==> src/rtl/pll_lock_reset_sequencer.sv <==
// Sequences the SDRAM and core resets from the PLL lock in the clk50 domain.
// Lock is synchronised, held stable for STABLE_CYCLES, then SDRAM init is awaited before core release.
module pll_lock_reset_sequencer #(
    parameter int SYNC_STAGES    = 2,
    parameter int STABLE_CYCLES  = 4096,
    parameter int TIMEOUT_CYCLES = 1048576,
    parameter int CNT_W          = $clog2((STABLE_CYCLES > TIMEOUT_CYCLES) ?
                                          STABLE_CYCLES : TIMEOUT_CYCLES) + 1
) (
    input  logic       clock,
    input  logic       reset,
    input  logic       locked,
    input  logic       sdram_init_done,
    output logic       sdram_reset_out,
    output logic       core_reset_out,
    output logic [2:0] seq_state,
    output logic [7:0] lock_loss_count,
    output logic       timeout_error
);

    typedef enum logic [2:0] {
        WAIT_LOCK  = 3'd0,
        STABILIZE  = 3'd1,
        SDRAM_INIT = 3'd2,
        RUN        = 3'd3,
        FAULT      = 3'd4
    } state_t;

    localparam logic [CNT_W-1:0] STABLE_LAST  = CNT_W'(STABLE_CYCLES - 1);
    localparam logic [CNT_W-1:0] TIMEOUT_LAST = CNT_W'(TIMEOUT_CYCLES - 1);

    logic [SYNC_STAGES-1:0] sync_q, sync_d;
    state_t                 state_q, state_d;
    logic [CNT_W-1:0]       cnt_q, cnt_d;
    logic                   sdram_rst_q, sdram_rst_d;
    logic                   core_rst_q, core_rst_d;
    logic [7:0]             loss_cnt_q, loss_cnt_d;
    logic                   timeout_q, timeout_d;
    logic                   lock_s;

    assign lock_s = sync_q[SYNC_STAGES-1];

    always_comb begin
        sync_d      = {sync_q[SYNC_STAGES-2:0], locked};
        state_d     = state_q;
        cnt_d       = cnt_q;
        sdram_rst_d = sdram_rst_q;
        core_rst_d  = core_rst_q;
        loss_cnt_d  = loss_cnt_q;
        timeout_d   = timeout_q;

        // Lock loss outranks every other transition outside WAIT_LOCK.
        if (!lock_s && state_q != WAIT_LOCK) begin
            state_d     = WAIT_LOCK;
            cnt_d       = '0;
            sdram_rst_d = 1'b1;
            core_rst_d  = 1'b1;
            if ((state_q == SDRAM_INIT || state_q == RUN) && loss_cnt_q != 8'hFF)
                loss_cnt_d = loss_cnt_q + 8'd1;
        end else begin
            case (state_q)
                WAIT_LOCK: begin
                    cnt_d       = '0;
                    sdram_rst_d = 1'b1;
                    core_rst_d  = 1'b1;
                    if (lock_s)
                        state_d = STABILIZE;
                end
                STABILIZE: begin
                    if (cnt_q == STABLE_LAST) begin
                        state_d     = SDRAM_INIT;
                        cnt_d       = '0;
                        sdram_rst_d = 1'b0;
                    end else begin
                        cnt_d = cnt_q + CNT_W'(1);
                    end
                end
                SDRAM_INIT: begin
                    // A done arriving on the timeout cycle still counts as success.
                    if (sdram_init_done) begin
                        state_d    = RUN;
                        cnt_d      = '0;
                        core_rst_d = 1'b0;
                    end else if (cnt_q == TIMEOUT_LAST) begin
                        state_d     = FAULT;
                        cnt_d       = '0;
                        timeout_d   = 1'b1;
                        sdram_rst_d = 1'b1;
                        core_rst_d  = 1'b1;
                    end else begin
                        cnt_d = cnt_q + CNT_W'(1);
                    end
                end
                RUN: begin
                    sdram_rst_d = 1'b0;
                    core_rst_d  = 1'b0;
                end
                FAULT: begin
                    sdram_rst_d = 1'b1;
                    core_rst_d  = 1'b1;
                end
                default: begin
                    state_d     = WAIT_LOCK;
                    cnt_d       = '0;
                    sdram_rst_d = 1'b1;
                    core_rst_d  = 1'b1;
                end
            endcase
        end
    end

    always_ff @(posedge clock) begin
        if (reset) begin
            sync_q      <= '0;
            state_q     <= WAIT_LOCK;
            cnt_q       <= '0;
            sdram_rst_q <= 1'b1;
            core_rst_q  <= 1'b1;
            loss_cnt_q  <= 8'd0;
            timeout_q   <= 1'b0;
        end else begin
            sync_q      <= sync_d;
            state_q     <= state_d;
            cnt_q       <= cnt_d;
            sdram_rst_q <= sdram_rst_d;
            core_rst_q  <= core_rst_d;
            loss_cnt_q  <= loss_cnt_d;
            timeout_q   <= timeout_d;
        end
    end

    assign sdram_reset_out = sdram_rst_q;
    assign core_reset_out  = core_rst_q;
    assign seq_state       = state_q;
    assign lock_loss_count = loss_cnt_q;
    assign timeout_error   = timeout_q;

endmodule

==> config.mk <==
export PLATFORM = sky130hd
export DESIGN_NAME = pll_lock_reset_sequencer
export DESIGN_NICKNAME = d
export VERILOG_FILES = /design/src/rtl/pll_lock_reset_sequencer.sv
export SDC_FILE = /design/constraint.sdc
export NUM_CORES = 1
export LEC_CHECK = 0
export CORE_MARGIN = 1
export CORE_UTILIZATION = 43
export CTS_BUF_LIST = sky130_fd_sc_hd__clkbuf_8
export CTS_CLUSTER_SIZE = 8
export DETAILED_ROUTE_END_ITERATION = 8
export GPL_TIMING_DRIVEN = 0
export SLEW_MARGIN = 40
export SYNTH_ARGS = -nofsm -noshare
export SYNTH_HDL_FRONTEND = slang
export SYNTH_SLANG_ARGS = --single-unit
==> constraint.sdc <==
create_clock -name clock -period 3.2 [get_ports clock]
set_input_delay 0.64 -clock clock [delete_from_list [all_inputs] [get_ports clock]]
set_output_delay 0.64 -clock clock [all_outputs]
set_load 0.02 [all_outputs]
==> impl_metrics.tcl, run 1 <==
set metrics [dict create \
    chipHeight_um 67.8 \
    r2r_start "cnt_q[0]$_SDFFE_PP0N_" \
    ys_warn_count 0 \
    layout_common_cells "dfxtp_1, nor2_1, clkdlybuf4s50_1" \
    reg2reg_depth 9 \
    nNetsFinal 244 \
    ctsResizeCount 0 \
    synth_edf_count 0 \
    floorplan.rows 23 \
    via_per_inst 5.44 \
    maxCapViolCount 0 \
    grt_util_met2_pct 31.1 \
    power_density_nw_per_um2 436 \
    routed_wl_um 3950 \
    fin_worst_skew_ps 9.48 \
    avgRoutedWirePerCell_um 13.7 \
    cts_tree "built" \
    rsz0062_at_grt "false" \
    hold_path_class "register to register" \
    grtUsageMet1_pct 24.9 \
    die_w_um 67.8 \
    async_flop_share_pct 0 \
    synth_area_um2 1860 \
    synthAdderAreaFrac_pct 1.34 \
    required_ps 3390 \
    place.gp.congestion 0.799 \
    crit_fanout 10 \
    synth_xor_area_share_pct 9.88 \
    dp_hpwl_um 2890 \
    vias 1571 \
    crit_path_start_kind "register" \
    finalCritPeriodShare_pct 68.3 \
    layout_commonest_cell "dfxtp_1" \
    placed_area_um2 2090 \
    endpoint "cnt_q[10]$_SDFFE_PP0N_" \
    clock_sinks 37 \
    syn_inst 214 \
    grt_pass1_wl_um 6590 \
    antenna_left 0 \
    crit_arrival_ps 2370 \
    area_growth_pct 17.3 \
    setup_viol 0 \
    met3_usage_pct 4.56 \
    clock_latency_ps 290 \
    critPathCaptureType "register" \
    ir_drop_mv 0.248 \
    post-cts-setup-buffers 0 \
    fillers 391 \
    clock.fmax_mhz 457 \
    seq_area_frac_synth_pct 39.8 \
    finalSetupTns_ps 0 \
    overflow 0 \
    hold_start "sync_q[0]$_SDFF_PP0_" \
    period_minus_slack_ps 2190 \
    relSlewSlack_pct 52.3 \
    synth_compound_area_share_pct 10.8 \
    muxShareOfSynthArea_pct 1.08 \
    core_um2 4090 \
    dr.pass1.iters 4 \
    r2r_setup_slack_ps 1010 \
    finalHoldViolCount 0 \
    report.power.total_w 0.000953 \
    grt_usage_pct 19.3 \
    whs_ps 443 \
    cts_root_buf "clkbuf_8" \
    ys_ff_latch 37 \
    drv_slew 0 \
    ys_types 45 \
    multi_input_area_um2 1060 \
    synth-simple-area-share_pct 34.1 \
    grt_pass1_vias 1445 \
    h-tree-depth 2 \
    numPortBuffers 17 \
    leakage_nw 0.688 \
    status "finished, final reports clean" \
    antenna_found_initial 0 \
    final_layout_size_suffix_gt1_share_pct 12.1 \
    insertedDiodeCount 0 \
    initial_core_util_pct 45.6 \
    io_pins 18 \
    max_slew.worst_pin.slew_ps 709 \
    busiest_layer "met2" \
    regToRegEndpoint "cnt_q[10]$_SDFFE_PP0N_" \
    clk_pin_slew_ps 80 \
    dieArea_um2 4600 \
    grt_max_degree 14 \
    critPathKind "register to register" \
    avgSynthCellArea_um2 8.70 \
    crit_start "cnt_q[0]$_SDFFE_PP0N_" \
    regArea_um2 741 \
    drt-initial-drc-count 53 \
    cts_buffers 5 \
    hold_buffers 0 \
    ys.flop_type "dfxtp_1" \
    synth_nets 220 \
    synth_top_family_by_area "simple AND/OR/NAND/NOR gates" \
    route.detailed.drc 0 \
    cts_buffer_depth 2 \
    finalInstanceArea_um2 2180 \
]
layer usage:
metal	vias to the layer above	share of wire (%)
met5	-	0
met3	2	2.6
met4	0	0.73
met2	21	47
li1	804	-
met1	744	49
where the power goes:
| part | total, W | leakage, nW | internal (W) | switching, W |
|---|---|---|---|---|
| Combinational | 0.000130 | 0.345 | 0.0000517 | 0.0000787 |
| Sequential | 0.000487 | 0.299 | 0.000475 | 0.0000114 |
| Clock | 0.000336 | 0.0445 | 0.000155 | 0.000181 |
state kept, by name (all words and copies together) (netlist names):
signal           count
lock_loss_count      8
seq_state            3
timeout_error        1
sync_q               2
sdram_reset_out      1
core_reset_out       1
cnt_q               21
area by class of cell:
class / count / area share (%)
tap: 50 / 2.86
buffer: 8 / 2.12
inverter: 3 / 0.515
multi-input combinational: 166 / 48.7
sequential: 37 / 33.9
clock buffer: 5 / 3.15
clock inverter: 3 / 0.974
timing repair buffer: 17 / 7.79
stage by stage:
step,instances,setup slack [ps],util [%]
after detailed placement,281,736,51.3
final,289,1010,53.5
after CTS,289,994,53.5
after global placement,281,774,51.3
after floorplan,214,1250,-
after global routing,289,878,53.5
critical path, stage by stage (launching register included):
cell,delay (ps)
dfxtp_1,390
ha_1,210
and4_1,200
nand4bb_1,100
buf_2,180
o21a_1,190
buf_6,140
o31ai_4,390
buf_6,220
nor2_2,50
Yosys cell counts (2+ instances only):
master | number | area, um2
nor2b_1 | 4 | 25.0
xor2_1 | 8 | 70.1
inv_1 | 3 | 11.3
nand4_1 | 7 | 43.8
buf_6 | 2 | 22.5
nand2b_1 | 3 | 18.8
or2_2 | 2 | 12.5
nor3_1 | 12 | 60.1
clkbuf_1 | 5 | 18.8
a211oi_1 | 2 | 15.0
o2111ai_1 | 2 | 17.5
nand3_1 | 13 | 65.1
o211ai_1 | 4 | 30.0
a21oi_1 | 3 | 15.0
and4_1 | 2 | 17.5
nor2_1 | 25 | 93.8
mux2i_1 | 2 | 20.0
dfxtp_1 | 37 | 741
o21a_1 | 2 | 15.0
nor2_2 | 10 | 62.6
nor3b_1 | 3 | 22.5
nand2_1 | 16 | 60.1
o21ai_0 | 5 | 25.0
and3_1 | 3 | 18.8
nor4_1 | 3 | 18.8
xnor2_1 | 13 | 114
or3_1 | 4 | 25.0
ha_1 | 2 | 25.0
logic make-up after synthesis:
| family | after synthesis |
|---|---|
| AO/OA/AOI/OAI | 26 |
| XOR/XNOR | 21 |
| adder cells (fa/ha/maj) | 2 |
| buffers and inverters | 11 |
| flip-flops | 37 |
| multiplexers | 2 |
| AND/OR/NAND/NOR | 115 |
worst min path at each step:
stage          cells past startpoint              endpoint
6_report                           1  sync_q[1]$_SDFF_PP0_
5_1_grt                            1  sync_q[1]$_SDFF_PP0_
4_1_cts                            1  sync_q[1]$_SDFF_PP0_
3_5_place_dp                       1  sync_q[1]$_SDFF_PP0_
3_3_place_gp                       1  sync_q[1]$_SDFF_PP0_
2_1_floorplan                      1  sync_q[1]$_SDFF_PP0_
Note: power is estimated with default switching activity, not from simulation.
==> run 2: changes to the inputs <==
Settings changed: PLACE_DENSITY from default to 0.65.
Clock period 3.2 ns to 2 ns, I/O delays scaled along.
==> run 2 against run 1 <==
Against the previous run:
- the run now ends with negative setup slack left
- wire length increased by 6.9%
- clock power increased by 49%
- sequential power grew 63%
- critical endpoint is now seq_state[1]$_SDFFE_PP0P_
==> impl_metrics.tcl, run 2 (same netlist as run 1, synthesis figures left out) <==
set metrics [dict create \
    antenna_found_initial 0 \
    violations "negative setup slack" \
    max_stage_delay_ps 530 \
    grt_pass1_wl_um 6460 \
    crit_arrival_ps 2270 \
    nNetsFinal 256 \
    critPathCaptureType "register" \
    critical_path.cell_chain "or4_4, nor4_4, a21boi_4, buf_6, or4b_1, nand3_1" \
    avgRoutedWirePerCell_um 14.0 \
    vias 1639 \
    fin_worst_skew_ps 10.5 \
    finalHoldViolCount 0 \
    clock.fmax_mhz 489 \
    place.gp.congestion 0.764 \
    crit_fanout 5 \
    dieArea_um2 4600 \
    rsz0062_at_grt "true" \
    setup_viol 17 \
    ir_drop_mv 0.506 \
    hold_path_class "register to register" \
    leakage_nw 0.802 \
    overflow 0 \
    h-tree-depth 2 \
    period_minus_slack_ps 2050 \
    die_w_um 67.8 \
    grt_usage_pct 18.9 \
    finalWorstSetupSlack_ps -45.7 \
    initial_core_util_pct 45.6 \
    whs_ps 441 \
    route.detailed.drc 0 \
    io_pins 18 \
    dp_hpwl_um 2610 \
    status "finished, violations left" \
    routed_wl_um 4220 \
    critPathTopFamily "simple AND/OR/NAND/NOR gates" \
    drt-initial-drc-count 127 \
    largest_reg_flops 21 \
    grt_max_degree 12 \
    cts_buffer_depth 2 \
    layout_commonest_cell "dfxtp_1" \
    critPathKind "register to register" \
    power_density_nw_per_um2 657 \
    relSlewSlack_pct 57.0 \
    antenna_left 0 \
    numPortBuffers 17 \
    grt_pass1_vias 1391 \
    clock_sinks 37 \
    report.power.total_w 0.00160 \
    layout_common_cells "dfxtp_1, nor2_1, clkdlybuf4s50_1" \
    chipHeight_um 67.8 \
    floorplan.rows 23 \
    via_per_inst 5.45 \
    insertedDiodeCount 0 \
    clock_latency_ps 290 \
    dr.pass1.iters 4 \
    drv_slew 0 \
    cts_root_buf "clkbuf_8" \
    final_layout_size_suffix_gt1_share_pct 26.7 \
    finalSetupTns_ps -363 \
    crit_path_start_kind "register" \
    core_um2 4090 \
    cts_tree "built" \
    max_slew.worst_pin.slew_ps 641 \
    finalCritPeriodShare_pct 102 \
    regMostFlops "cnt_q" \
    critPathBufInv 1 \
    required_ps 2230 \
    maxCapViolCount 0 \
    clk_pin_slew_ps 80 \
    crit_slowest_cell "or4_4" \
    cts_buffers 5 \
    area_growth_pct 31.0 \
]
[run 2: cell count changes in the layout (fill, tap and decap cells not counted), moves of 4 or more]
cell / change
buf_4: +7
dfxtp_1: -12
nor2_4: +4
buf_6: +5
nor2_1: -4
dfxtp_2: +12
[run 2: power by group]
group	switching (W)	internal, W
logic	0.000151	0.000157
registers	0.0000313	0.000763
clock network	0.000263	0.000236
total	0.000446	0.00116
[run 2: through the flow]
stage	instances	instance area [um2]	util, %	setup slack, ps
3_5_place_dp	281	2090	51.3	-236
4_1_cts	292	2260	55.3	1.07
2_1_floorplan	214	1860	-	49.0
6_report	301	2440	59.7	-45.7
3_3_place_gp	281	2090	51.3	-252
5_1_grt	301	2440	59.7	-106
[run 2: area by class of cell]
cell class	count	area (um2)
Inverter	3	11.3
Timing Repair Buffer	31	308
Tap cell	50	62.6
Fill cell	378	1650
Clock inverter	3	13.8
Buffer	6	46.3
Sequential cell	37	756
Clock buffer	5	68.8
Multi-Input combinational cell	166	1170
[run 2: worst register-to-register path: cells and delay by family (launching register included)]
family,cells,cell delay [ps]
buffers and inverters,1,150
flip-flops,1,320
AO/OA/AOI/OAI,1,150
AND/OR/NAND/NOR,4,1360
[run 2: metal layers]
layer	part of all wire (%)	global-route usage, %	vias to the layer above
met1	50	26.5	777
met4	2.2	6.25	0
met3	2.9	4.56	11
li1	-	-	830
met5	0	0	-
met2	45	28.2	21
[run 2: final timing paths]
| check | start | end | slack [ps] | depth (start not counted) |
|---|---|---|---|---|
| min | sync_q[0]$_SDFF_PP0_ | sync_q[1]$_SDFF_PP0_ | 440 | 1 |
| min reg2reg | sync_q[0]$_SDFF_PP0_ | sync_q[1]$_SDFF_PP0_ | 440 | 1 |
| max | cnt_q[20]$_SDFFE_PP0N_ | seq_state[1]$_SDFFE_PP0P_ | -50 | 6 |
| max reg2reg | cnt_q[20]$_SDFFE_PP0N_ | seq_state[1]$_SDFFE_PP0P_ | -50 | 6 |
[run 2: what timing repair did]
item,CTS,global route
pin swaps,2,14
hold buffers,0,0
setup buffers,3,9
gates resized for setup,11,32
cloned,1,1
setup endpoints to repair,19,20
==> run 3: changes to the inputs <==
Settings changed: SETUP_SLACK_MARGIN from default to 0.1.
==> run 3 against run 2 <==
Against the previous run:
- the flow now finishes without violations
- via count grew 1.2%
- clock skew shrank 4.0 ps
- non-clock buffer count increased by 7
- critical path depth unchanged
- critical path type unchanged
- critical endpoint is now cnt_q[12]$_SDFFE_PP0N_
- highest routed layer unchanged
==> impl_metrics.tcl, run 3 (same netlist as run 1, synthesis figures left out) <==
set metrics [dict create \
    status "finished, final reports clean" \
    reg2reg_depth 6 \
    insertedDiodeCount 0 \
    chipHeight_um 67.8 \
    fillers 355 \
    finalCritPeriodShare_pct 98.3 \
    power_density_nw_per_um2 641 \
    clock.fmax_mhz 509 \
    overflow 0 \
    regToRegEndpoint "cnt_q[12]$_SDFFE_PP0N_" \
    grt_usage_pct 21.2 \
    period_minus_slack_ps 1970 \
    grt_pass1_wl_um 7210 \
    comb_power_share_pct 20.4 \
    routed_wl_um 4240 \
    setup_viol 0 \
    clock_sinks 37 \
    dp_hpwl_um 2620 \
    final_layout_size_suffix_gt1_share_pct 32.6 \
    vias 1659 \
    crit_fanout 6 \
    whs_ps 436 \
    multi_input_area_um2 1200 \
    p_int_w 0.00116 \
    regArea_um2 762 \
    antenna_left 0 \
    floorplan.rows 23 \
    drv_slew 0 \
    dieArea_um2 4600 \
    fin_worst_skew_ps 6.44 \
    min_path_cells 1 \
    dr.pass1.iters 5 \
    layout_commonest_cell "dfxtp_1" \
    die_w_um 67.8 \
    cts_buffer_depth 2 \
    regMostFlops "cnt_q" \
    hold_path_class "register to register" \
    via_per_inst 5.39 \
    cts_root_buf "clkbuf_8" \
    core_um2 4090 \
    clock_latency_ps 290 \
    switching_power_w 0.000452 \
    io_pins 18 \
    leakage_nw 0.833 \
    rsz0062_at_grt "true" \
    r2r_setup_slack_ps 30 \
    place_inst 281 \
    finalHoldViolCount 0 \
    required_ps 2170 \
    hold_buffers 0 \
    fin_util_pct 61.6 \
    r2r_start "cnt_q[20]$_SDFFE_PP0N_" \
    critPathKind "register to register" \
    h-tree-depth 2 \
    p_sw_share_pct 28.0 \
    power.share.clock_pct 31.3 \
    crit_arrival_ps 2140 \
    cts_tree "built" \
    avgRoutedWirePerCell_um 13.8 \
    place.gp.congestion 0.781 \
    ir_drop_mv 0.332 \
    maxCapViolCount 0 \
    largest_reg_flops 21 \
    crit_path_start_kind "register" \
    endpoint "cnt_q[12]$_SDFFE_PP0N_" \
    crit_start "cnt_q[20]$_SDFFE_PP0N_" \
    cts_buffers 5 \
    power.share.sequential_pct 48.3 \
    route.detailed.drc 0 \
    finalInstanceArea_um2 2520 \
    placed_area_um2 2120 \
    clk_pin_slew_ps 80 \
    area_growth_pct 35.3 \
    grt_pass1_vias 1553 \
    nNetsFinal 263 \
    layout_common_cells "dfxtp_1, nor2_1, clkdlybuf4s50_1, buf_4, nand2_1" \
    max_slew.worst_pin.slew_ps 484 \
    relSlewSlack_pct 67.6 \
    drt-initial-drc-count 113 \
    antenna_found_initial 0 \
    initial_core_util_pct 45.6 \
    fin_cells 308 \
    numPortBuffers 17 \
    critPathCaptureType "register" \
    grt_max_degree 12 \
]
## run 3: cell count changes in the layout (fill, tap and decap cells not counted), sizes merged
cell and change:
buf +6, clkbuf +1
## run 3: cell type report
| cell class | count | area share (%) |
|---|---|---|
| multi-input cells | 166 | 47.6 |
| flip-flops and latches | 37 | 30.3 |
| repair buffers | 37 | 13.5 |
| clock buffers | 5 | 2.73 |
| well taps | 50 | 2.48 |
| plain buffers | 7 | 2.38 |
| clock inverters | 3 | 0.546 |
| inverters | 3 | 0.447 |
## run 3: timing repair
action	in CTS	in global routing
cloned	1	0
pin swaps	13	11
buffers inserted	13	6
setup endpoints to repair	21	26
endpoints found under the hold margin	0	0
resized for setup	29	18
## run 3: worst min-delay path by stage
stage / start / endpoint / slack, ps
final: sync_q[0]$_SDFF_PP0_ / sync_q[1]$_SDFF_PP0_ / 440
after global routing: sync_q[0]$_SDFF_PP0_ / sync_q[1]$_SDFF_PP0_ / 450
after CTS: sync_q[0]$_SDFF_PP0_ / sync_q[1]$_SDFF_PP0_ / 450
after detailed placement: sync_q[0]$_SDFF_PP0_ / sync_q[1]$_SDFF_PP0_ / 430
after global placement: sync_q[0]$_SDFF_PP0_ / sync_q[1]$_SDFF_PP0_ / 420
after floorplan: sync_q[0]$_SDFF_PP0_ / sync_q[1]$_SDFF_PP0_ / 410
## run 3: through the flow
step	setup WS (ps)	TNS, ps	total power (W)
detailed placement	-174	-2010	0.00101
finish	33.8	0	0.00161
CTS	71.8	0	0.00157
global route	-46.9	-229	0.00169
floorplan	100	0	0.000945
global placement	-170	-2060	0.00101
## run 3: routing by layer
| layer | vias to the layer above | wire, um | global-route usage, % |
|---|---|---|---|
| met2 | 32 | 1940 | 33.4 |
| met5 | - | 0 | 0 |
| met3 | 9 | 141 | 4.22 |
| met1 | 763 | 2080 | 28.2 |
| met4 | 0 | 78 | 8.07 |
| li1 | 855 | - | - |
## run 3: critical path, stage by stage (launching register included)
cell and delay, ps:
dfxtp_2 320, or4_4 530, nor4_4 210, a21boi_4 150
o31ai_4 390, buf_6 200, nor2_2 60
## run 3: power groups by stage
stage / Combinational (W) / Clock (W) / Sequential (W)
detailed placement: 0.000214 / 0 / 0.000796
floorplan: 0.000136 / 0 / 0.000810
global route: 0.000358 / 0.000550 / 0.000783
finish: 0.000329 / 0.000505 / 0.000780
global placement: 0.000215 / 0 / 0.000795
CTS: 0.000268 / 0.000521 / 0.000779
